File: config.mk
export PLATFORM = sky130hd
export DESIGN_NAME = alu_issue_stage
export DESIGN_NICKNAME = d
export VERILOG_FILES = /design/src/rtl/alu_pkg.sv /design/src/rtl/alu_issue_decode.sv /design/src/rtl/alu_issue_stage.sv
export SDC_FILE = /design/constraint.sdc
export NUM_CORES = 1
export LEC_CHECK = 0
export BUFFER_PORTS_ARGS = -buffer_cell sky130_fd_sc_hd__buf_4
export CAP_MARGIN = 5
export CORE_ASPECT_RATIO = 0.9
export CORE_UTILIZATION = 49
export DETAILED_ROUTE_END_ITERATION = 16
export GPL_ROUTABILITY_DRIVEN = 1
export PLACE_DENSITY = 0.77
export SYNTH_ARGS = -nofsm -noshare
export SYNTH_HDL_FRONTEND = slang
export SYNTH_SLANG_ARGS = --single-unit
File: constraint.sdc
create_clock -name clk -period 1.85 [get_ports clk]
set_clock_uncertainty 0.15 [all_clocks]
set_input_delay 0.0925 -clock clk [delete_from_list [all_inputs] [get_ports clk]]
set_output_delay 0.0925 -clock clk [all_outputs]
set_load 0.1 [all_outputs]
File: src/rtl/alu_pkg.sv
// Shared definitions for the ALU issue stage: ALU control codes, decoded
// opcodes and the issue-entry record carried through the skid buffer.
package alu_pkg;

    // Operand width of the datapath ALU; issue entries are sized to it.
    localparam int XLEN = 32;

    localparam logic [3:0] ALU_AND = 4'b0000;
    localparam logic [3:0] ALU_OR  = 4'b0001;
    localparam logic [3:0] ALU_ADD = 4'b0010;
    localparam logic [3:0] ALU_XOR = 4'b0011;
    localparam logic [3:0] ALU_SLL = 4'b0100;
    localparam logic [3:0] ALU_SRL = 4'b1000;
    localparam logic [3:0] ALU_SRA = 4'b1100;
    localparam logic [3:0] ALU_SLT = 4'b1110;

    localparam logic [6:0] OP_R = 7'b0110011;
    localparam logic [6:0] OP_I = 7'b0010011;

    typedef struct packed {
        logic [XLEN-1:0] x;
        logic [XLEN-1:0] y;
        logic [3:0]      ctrl;
        logic [4:0]      rd;
        logic            illegal;
    } issue_entry_t;

endpackage

File: src/rtl/alu_issue_decode.sv
// Combinational decode of one RV32I integer-ALU instruction into an issue
// entry (ALU control code plus x/y operands). Optional feature macro:
// ALU_ISSUE_FWD_EN adds a single forwarding source for rs1/rs2.
module alu_issue_decode
    import alu_pkg::*;
#(
    parameter int SHIFT = 2
) (
    input  logic [31:0]     instr,
    input  logic [XLEN-1:0] rs1_data,
    input  logic [XLEN-1:0] rs2_data,
`ifdef ALU_ISSUE_FWD_EN
    input  logic            fwd_valid,
    input  logic [4:0]      fwd_rd,
    input  logic [XLEN-1:0] fwd_data,
`endif
    output issue_entry_t    entry
);

    localparam logic [4:0] SHIFT_AMT = 5'(SHIFT);

    logic [6:0]      opcode;
    logic [2:0]      funct3;
    logic [6:0]      funct7;
    logic            is_r;
    logic            is_i;
    logic [XLEN-1:0] imm;
    logic [XLEN-1:0] op_x;
    logic [XLEN-1:0] op_r2;
    logic [4:0]      shamt;
    logic            bad;
    logic [3:0]      ctrl;
    logic [XLEN-1:0] op_y;

    assign opcode = instr[6:0];
    assign funct3 = instr[14:12];
    assign funct7 = instr[31:25];
    assign is_r   = (opcode == OP_R);
    assign is_i   = (opcode == OP_I);
    assign imm    = {{(XLEN-12){instr[31]}}, instr[31:20]};

`ifdef ALU_ISSUE_FWD_EN
    // Select register-file or forwarded source values; x0 is never forwarded.
    always_comb begin
        op_x  = rs1_data;
        op_r2 = rs2_data;
        if (fwd_valid && (fwd_rd != 5'd0) && (fwd_rd == instr[19:15]))
            op_x = fwd_data;
        if (fwd_valid && (fwd_rd != 5'd0) && (fwd_rd == instr[24:20]))
            op_r2 = fwd_data;
    end
`else
    logic unused_rs1_field;
    assign unused_rs1_field = ^instr[19:15];

    // Without forwarding the operands come straight from the register file.
    always_comb begin
        op_x  = rs1_data;
        op_r2 = rs2_data;
    end
`endif

    assign shamt = is_r ? op_r2[4:0] : instr[24:20];

    // Map funct3/funct7 to an ALU code and flag anything the ALU cannot do.
    always_comb begin
        bad  = !(is_r || is_i);
        ctrl = ALU_ADD;
        op_y = is_r ? op_r2 : imm;
        if (is_r && (funct7 != 7'b0000000) && (funct7 != 7'b0100000))
            bad = 1'b1;
        case (funct3)
            3'b000: begin
                ctrl = ALU_ADD;
                if (is_r && funct7[5])
                    op_y = (~op_r2) + {{(XLEN-1){1'b0}}, 1'b1};
            end
            3'b001: begin
                ctrl = ALU_SLL;
                if (shamt != SHIFT_AMT)
                    bad = 1'b1;
            end
            3'b010: ctrl = ALU_SLT;
            3'b011: bad = 1'b1;
            3'b100: ctrl = ALU_XOR;
            3'b101: begin
                ctrl = funct7[5] ? ALU_SRA : ALU_SRL;
                if (shamt != SHIFT_AMT)
                    bad = 1'b1;
            end
            3'b110: ctrl = ALU_OR;
            3'b111: ctrl = ALU_AND;
        endcase
    end

    // Illegal instructions travel as a harmless zero ADD tagged illegal.
    always_comb begin
        entry.rd      = instr[11:7];
        entry.illegal = bad;
        entry.ctrl    = bad ? ALU_ADD : ctrl;
        entry.x       = bad ? '0 : op_x;
        entry.y       = bad ? '0 : op_y;
    end

endmodule

File: src/rtl/alu_issue_stage.sv
// Execute-entry issue stage: decodes RV32I ALU instructions and buffers the
// results in a 2-entry skid FIFO whose head register drives the outputs.
// Optional feature macro: ALU_ISSUE_FWD_EN (forwarding ports fwd_*).
module alu_issue_stage
    import alu_pkg::*;
#(
    parameter int DATA_WIDTH = XLEN,
    parameter int SHIFT      = 2
) (
    input  logic                  clk,
    input  logic                  rst,
    input  logic                  in_valid,
    output logic                  in_ready,
    input  logic [31:0]           instr,
    input  logic [DATA_WIDTH-1:0] rs1_data,
    input  logic [DATA_WIDTH-1:0] rs2_data,
`ifdef ALU_ISSUE_FWD_EN
    input  logic                  fwd_valid,
    input  logic [4:0]            fwd_rd,
    input  logic [DATA_WIDTH-1:0] fwd_data,
`endif
    output logic                  out_valid,
    input  logic                  out_ready,
    output logic [DATA_WIDTH-1:0] x,
    output logic [DATA_WIDTH-1:0] y,
    output logic [3:0]            ALUctrl,
    output logic [4:0]            rd,
    output logic                  illegal
);

    issue_entry_t dec;
    issue_entry_t head_q;
    issue_entry_t skid_q;
    logic [1:0]   count_q;
    logic         push;
    logic         pop;

    alu_issue_decode #(.SHIFT(SHIFT)) u_decode (
        .instr    (instr),
        .rs1_data (rs1_data),
        .rs2_data (rs2_data),
`ifdef ALU_ISSUE_FWD_EN
        .fwd_valid(fwd_valid),
        .fwd_rd   (fwd_rd),
        .fwd_data (fwd_data),
`endif
        .entry    (dec)
    );

    // Ready and valid are decodes of the occupancy register only.
    assign in_ready  = (count_q != 2'd2);
    assign out_valid = (count_q != 2'd0);
    assign push      = in_valid && in_ready;
    assign pop       = out_valid && out_ready;

    // Head register feeds the ALU; the skid slot absorbs one extra entry.
    always_ff @(posedge clk) begin
        if (rst) begin
            head_q  <= '0;
            skid_q  <= '0;
            count_q <= 2'd0;
        end else begin
            case (count_q)
                2'd0: begin
                    if (push) begin
                        head_q  <= dec;
                        count_q <= 2'd1;
                    end
                end
                2'd1: begin
                    if (push && pop) begin
                        head_q <= dec;
                    end else if (push) begin
                        skid_q  <= dec;
                        count_q <= 2'd2;
                    end else if (pop) begin
                        count_q <= 2'd0;
                    end
                end
                default: begin
                    if (pop) begin
                        head_q <= skid_q;
                        if (push)
                            skid_q <= dec;
                        else
                            count_q <= 2'd1;
                    end
                end
            endcase
        end
    end

    assign x       = head_q.x;
    assign y       = head_q.y;
    assign ALUctrl = head_q.ctrl;
    assign rd      = head_q.rd;
    assign illegal = head_q.illegal;

endmodule

==> results.toml <==
[status]
result_of_the_run = "complete, but fails checks"
violations_in_the_final_reports = "setup timing"

[cts]
cts_tree = "done"
cts.clk_slew.worst_paths_ns = 0.06
cts_max_path_buffers = 2
cts-buffers-inserted = 17
htree_levels = 4
clkLatencyLatePin_ns = 0.43
cts_sinks = 150
clock-root-buffer = "sky130_fd_sc_hd__clkbuf_16"

[sta]
grt_setup_unrepaired = "yes"
max_slew_margin = 0.623
maxClockFrequency_ghz = 0.533
timing.final.crit_period_ns = 1.88
worst_hold_slack_ns = 0.0194
finalSetupViolCount = 7
worst_pin_slew_ns = 0.564
final_min_period_over_clock_period = 1.01
total_count_of_hold_check_failures_in_the_final_report = 0
final-max-slew-violation-count = 0
timing.final.ws_setup_ns = -0.0266

[yosys]
asyncSetResetFlopFracSynth = 0
synth_edf_count = 0
post-synth-top-count-cell = "sky130_fd_sc_hd__dfxtp_1"
synth.area.top_cells = "sky130_fd_sc_hd__dfxtp_1 (42%), sky130_fd_sc_hd__a21oi_1 (10%), sky130_fd_sc_hd__nand2_1 (5.3%), sky130_fd_sc_hd__o21ai_0 (4.5%), sky130_fd_sc_hd__nand3_1 (4.1%)"
yosysUniqueCellTypes = 67
share_of_the_synthesized_area_in_the_top_cell_type = 0.418
syn_nets = 987
synthesis.instances = 886
synth_largest_area_cell = "sky130_fd_sc_hd__dfxtp_1"
synth_common_cells = "sky130_fd_sc_hd__dfxtp_1 (150), sky130_fd_sc_hd__a21oi_1 (144), sky130_fd_sc_hd__nand2_1 (102)"
netlist_area_sq_um = 7180
leading_register_cell_type_out_of_synthesis = "sky130_fd_sc_hd__dfxtp_1"
yosys_warnings = 0
sequential_fraction_of_the_synthesis_area = 0.418
ff_latch_count_synth = 150
avgSynthCellArea_sq_um = 8.11

[worst_setup_path]
worst-endpoint-arrival_ns = 2.08
setup.worst_path.class = "in -> reg"
worstPathMaxFanout = 8
setup.worst_path.start_class = "input pin"
worstPathRequired_ns = 2.05
end_kind = "flop"

[cells_and_area]
drive_gt1_frac = 0.336
layoutNonFillerInstCount = 1379
num-fill-cells = 1005
area.sequential_sq_um = 3000
antennaDiodeCount = 0
layout.cell_area.non_filler_sq_um = 10700
area_growth_syn_to_layout_pct = 49.3
number_of_nets_at_the_end_of_the_flow = 1274
final_core_utilization = 0.757
multi_input_gate_area_sq_um = 4050

[global_route]
grt_usage = 0.317
groute.layer.met2.usage = 0.491
use_met1 = 0.442
met3_usage = 0.0664
gr-total-overflow = 0
busiest_layer = "met2"
grt_pass1_wl_um = 37300
grt_start_max_net_pins = 42
first_global_vias = 7341
grt_antenna_before_repair = 0

[floorplanning]
rows = 41
start_util = 0.507
io-pin-count = 176
die_h_um = 117
core_area_sq_um = 14200
floorplan.die_area_sq_um = 15100
dieWidth_um = 130

[power]
power.density_nw_per_um2 = 809
total_power_mw = 8.67
max-vdd-ir-drop_uv = 711
cellLeakagePower_nw = 4.26

[route]
route.antenna.remaining_nets = 0
detailroute.via_count = 8005
detail_route.first_pass.iterations = 6
dr.first_iter.drc_count = 909
post-route-drc-count = 0
via_density = 5.80
finalWirelength_um = 24700
routed_wire_length_per_instance_um = 17.9

[placed_design]
placed_area_sq_um = 9310
placedCellCount = 1291
dpl.hpwl_um = 15600
port-buffer-count = 170
gpl.final_weighted_congestion = 0.880

[run]
count_of_maximum_capacitance_violations = 0

[min_path]
holdCritPathClass = "in -> reg"
metrics by stage:
step	setup TNS (ns)	setup slack, ns
after floorplan	-0.803	-0.0510
after global routing	-0.765	-0.0633
final	-0.0884	-0.0266
after detailed placement	-62.30	-0.547
after CTS	-0.191	-0.0173
after global placement	-49.38	-0.432
logic make-up (layout without fill, tap and decap cells):
family / Yosys count / in the layout / synth area share
flip-flops: 150 / 150 / 0.418
multiplexers: 14 / 14 / 0.0197
AO/OA/AOI/OAI: 314 / 314 / 0.260
XOR/XNOR: 25 / 25 / 0.0305
adder cells (fa/ha/maj): 1 / 1 / 0.00174
AND/OR/NAND/NOR: 298 / 299 / 0.215
buffers and inverters: 84 / 383 / 0.0545
what timing repair did:
item,CTS,global route
endpoints found under the hold margin,102,0
hold buffers,54,0
endpoints found under the setup margin,100,82
pin swaps,3,42
cloned,1,1
resized for setup,5,54
setup buffers,0,3
final timing paths:
kind | from | endpoint | slack [ns] | cells past startpoint
max | instr[22] | y[4] | -0.03 | 8
min | rs2_data[22] | y[22] | 0.02 | 5
max reg2reg | count_q[1] | y[12] | 0.09 | 6
min reg2reg | skid_q[40] | skid_q[40] | 0.30 | 2
cell type report:
type | count | area share
multi-input combinational | 653 | 0.378
sequential | 150 | 0.280
timing repair buffer | 342 | 0.261
clock buffer | 22 | 0.0461
tap | 193 | 0.0225
clock inverter | 10 | 0.00864
inverter | 9 | 0.00315
layer usage:
layer,share of wire,vias up
met5,0,-
met4,0.017,0
met3,0.087,46
met2,0.46,422
met1,0.43,3766
li1,-,3771
power breakdown:
| part | switching, mW | leakage (nW) | internal (mW) |
|---|---|---|---|
| Combinational | 1.26 | 2.76 | 0.612 |
| Clock | 1.39 | 0.281 | 2.03 |
| Sequential | 0.0559 | 1.22 | 3.33 |
registers in the layout, summed over array words and instances, names as in the netlist:
name     cells
ALUctrl      4
x           32
skid_q      74
illegal      1
y           32
rd           5
count_q      2
critical path, stage by stage:
cell	delay, ns
sky130_fd_sc_hd__buf_6	0.10
sky130_fd_sc_hd__or4b_4	0.54
sky130_fd_sc_hd__o311ai_4	0.27
sky130_fd_sc_hd__buf_4	0.15
sky130_fd_sc_hd__and4_4	0.34
sky130_fd_sc_hd__buf_6	0.15
sky130_fd_sc_hd__o211ai_1	0.23
sky130_fd_sc_hd__o21ai_1	0.20
cells in the final DEF, fill, tap and decap left out, types with 12 or more instances in the layout:
cell and n:
sky130_fd_sc_hd__buf_4 275, sky130_fd_sc_hd__dfxtp_1 149, sky130_fd_sc_hd__a21oi_1 137, sky130_fd_sc_hd__nand2_1 101
sky130_fd_sc_hd__nand3_1 58, sky130_fd_sc_hd__o21ai_0 58, sky130_fd_sc_hd__dlygate4sd3_1 54, sky130_fd_sc_hd__nor2_1 33
sky130_fd_sc_hd__o21ai_1 23, sky130_fd_sc_hd__nand3_2 17, sky130_fd_sc_hd__and3_1 17, sky130_fd_sc_hd__clkbuf_16 17
sky130_fd_sc_hd__nor3_1 13, sky130_fd_sc_hd__mux2i_1 13, sky130_fd_sc_hd__xor2_1 13, sky130_fd_sc_hd__a21oi_2 12
sky130_fd_sc_hd__xnor2_1 12
(Power assumes the default switching activity.)
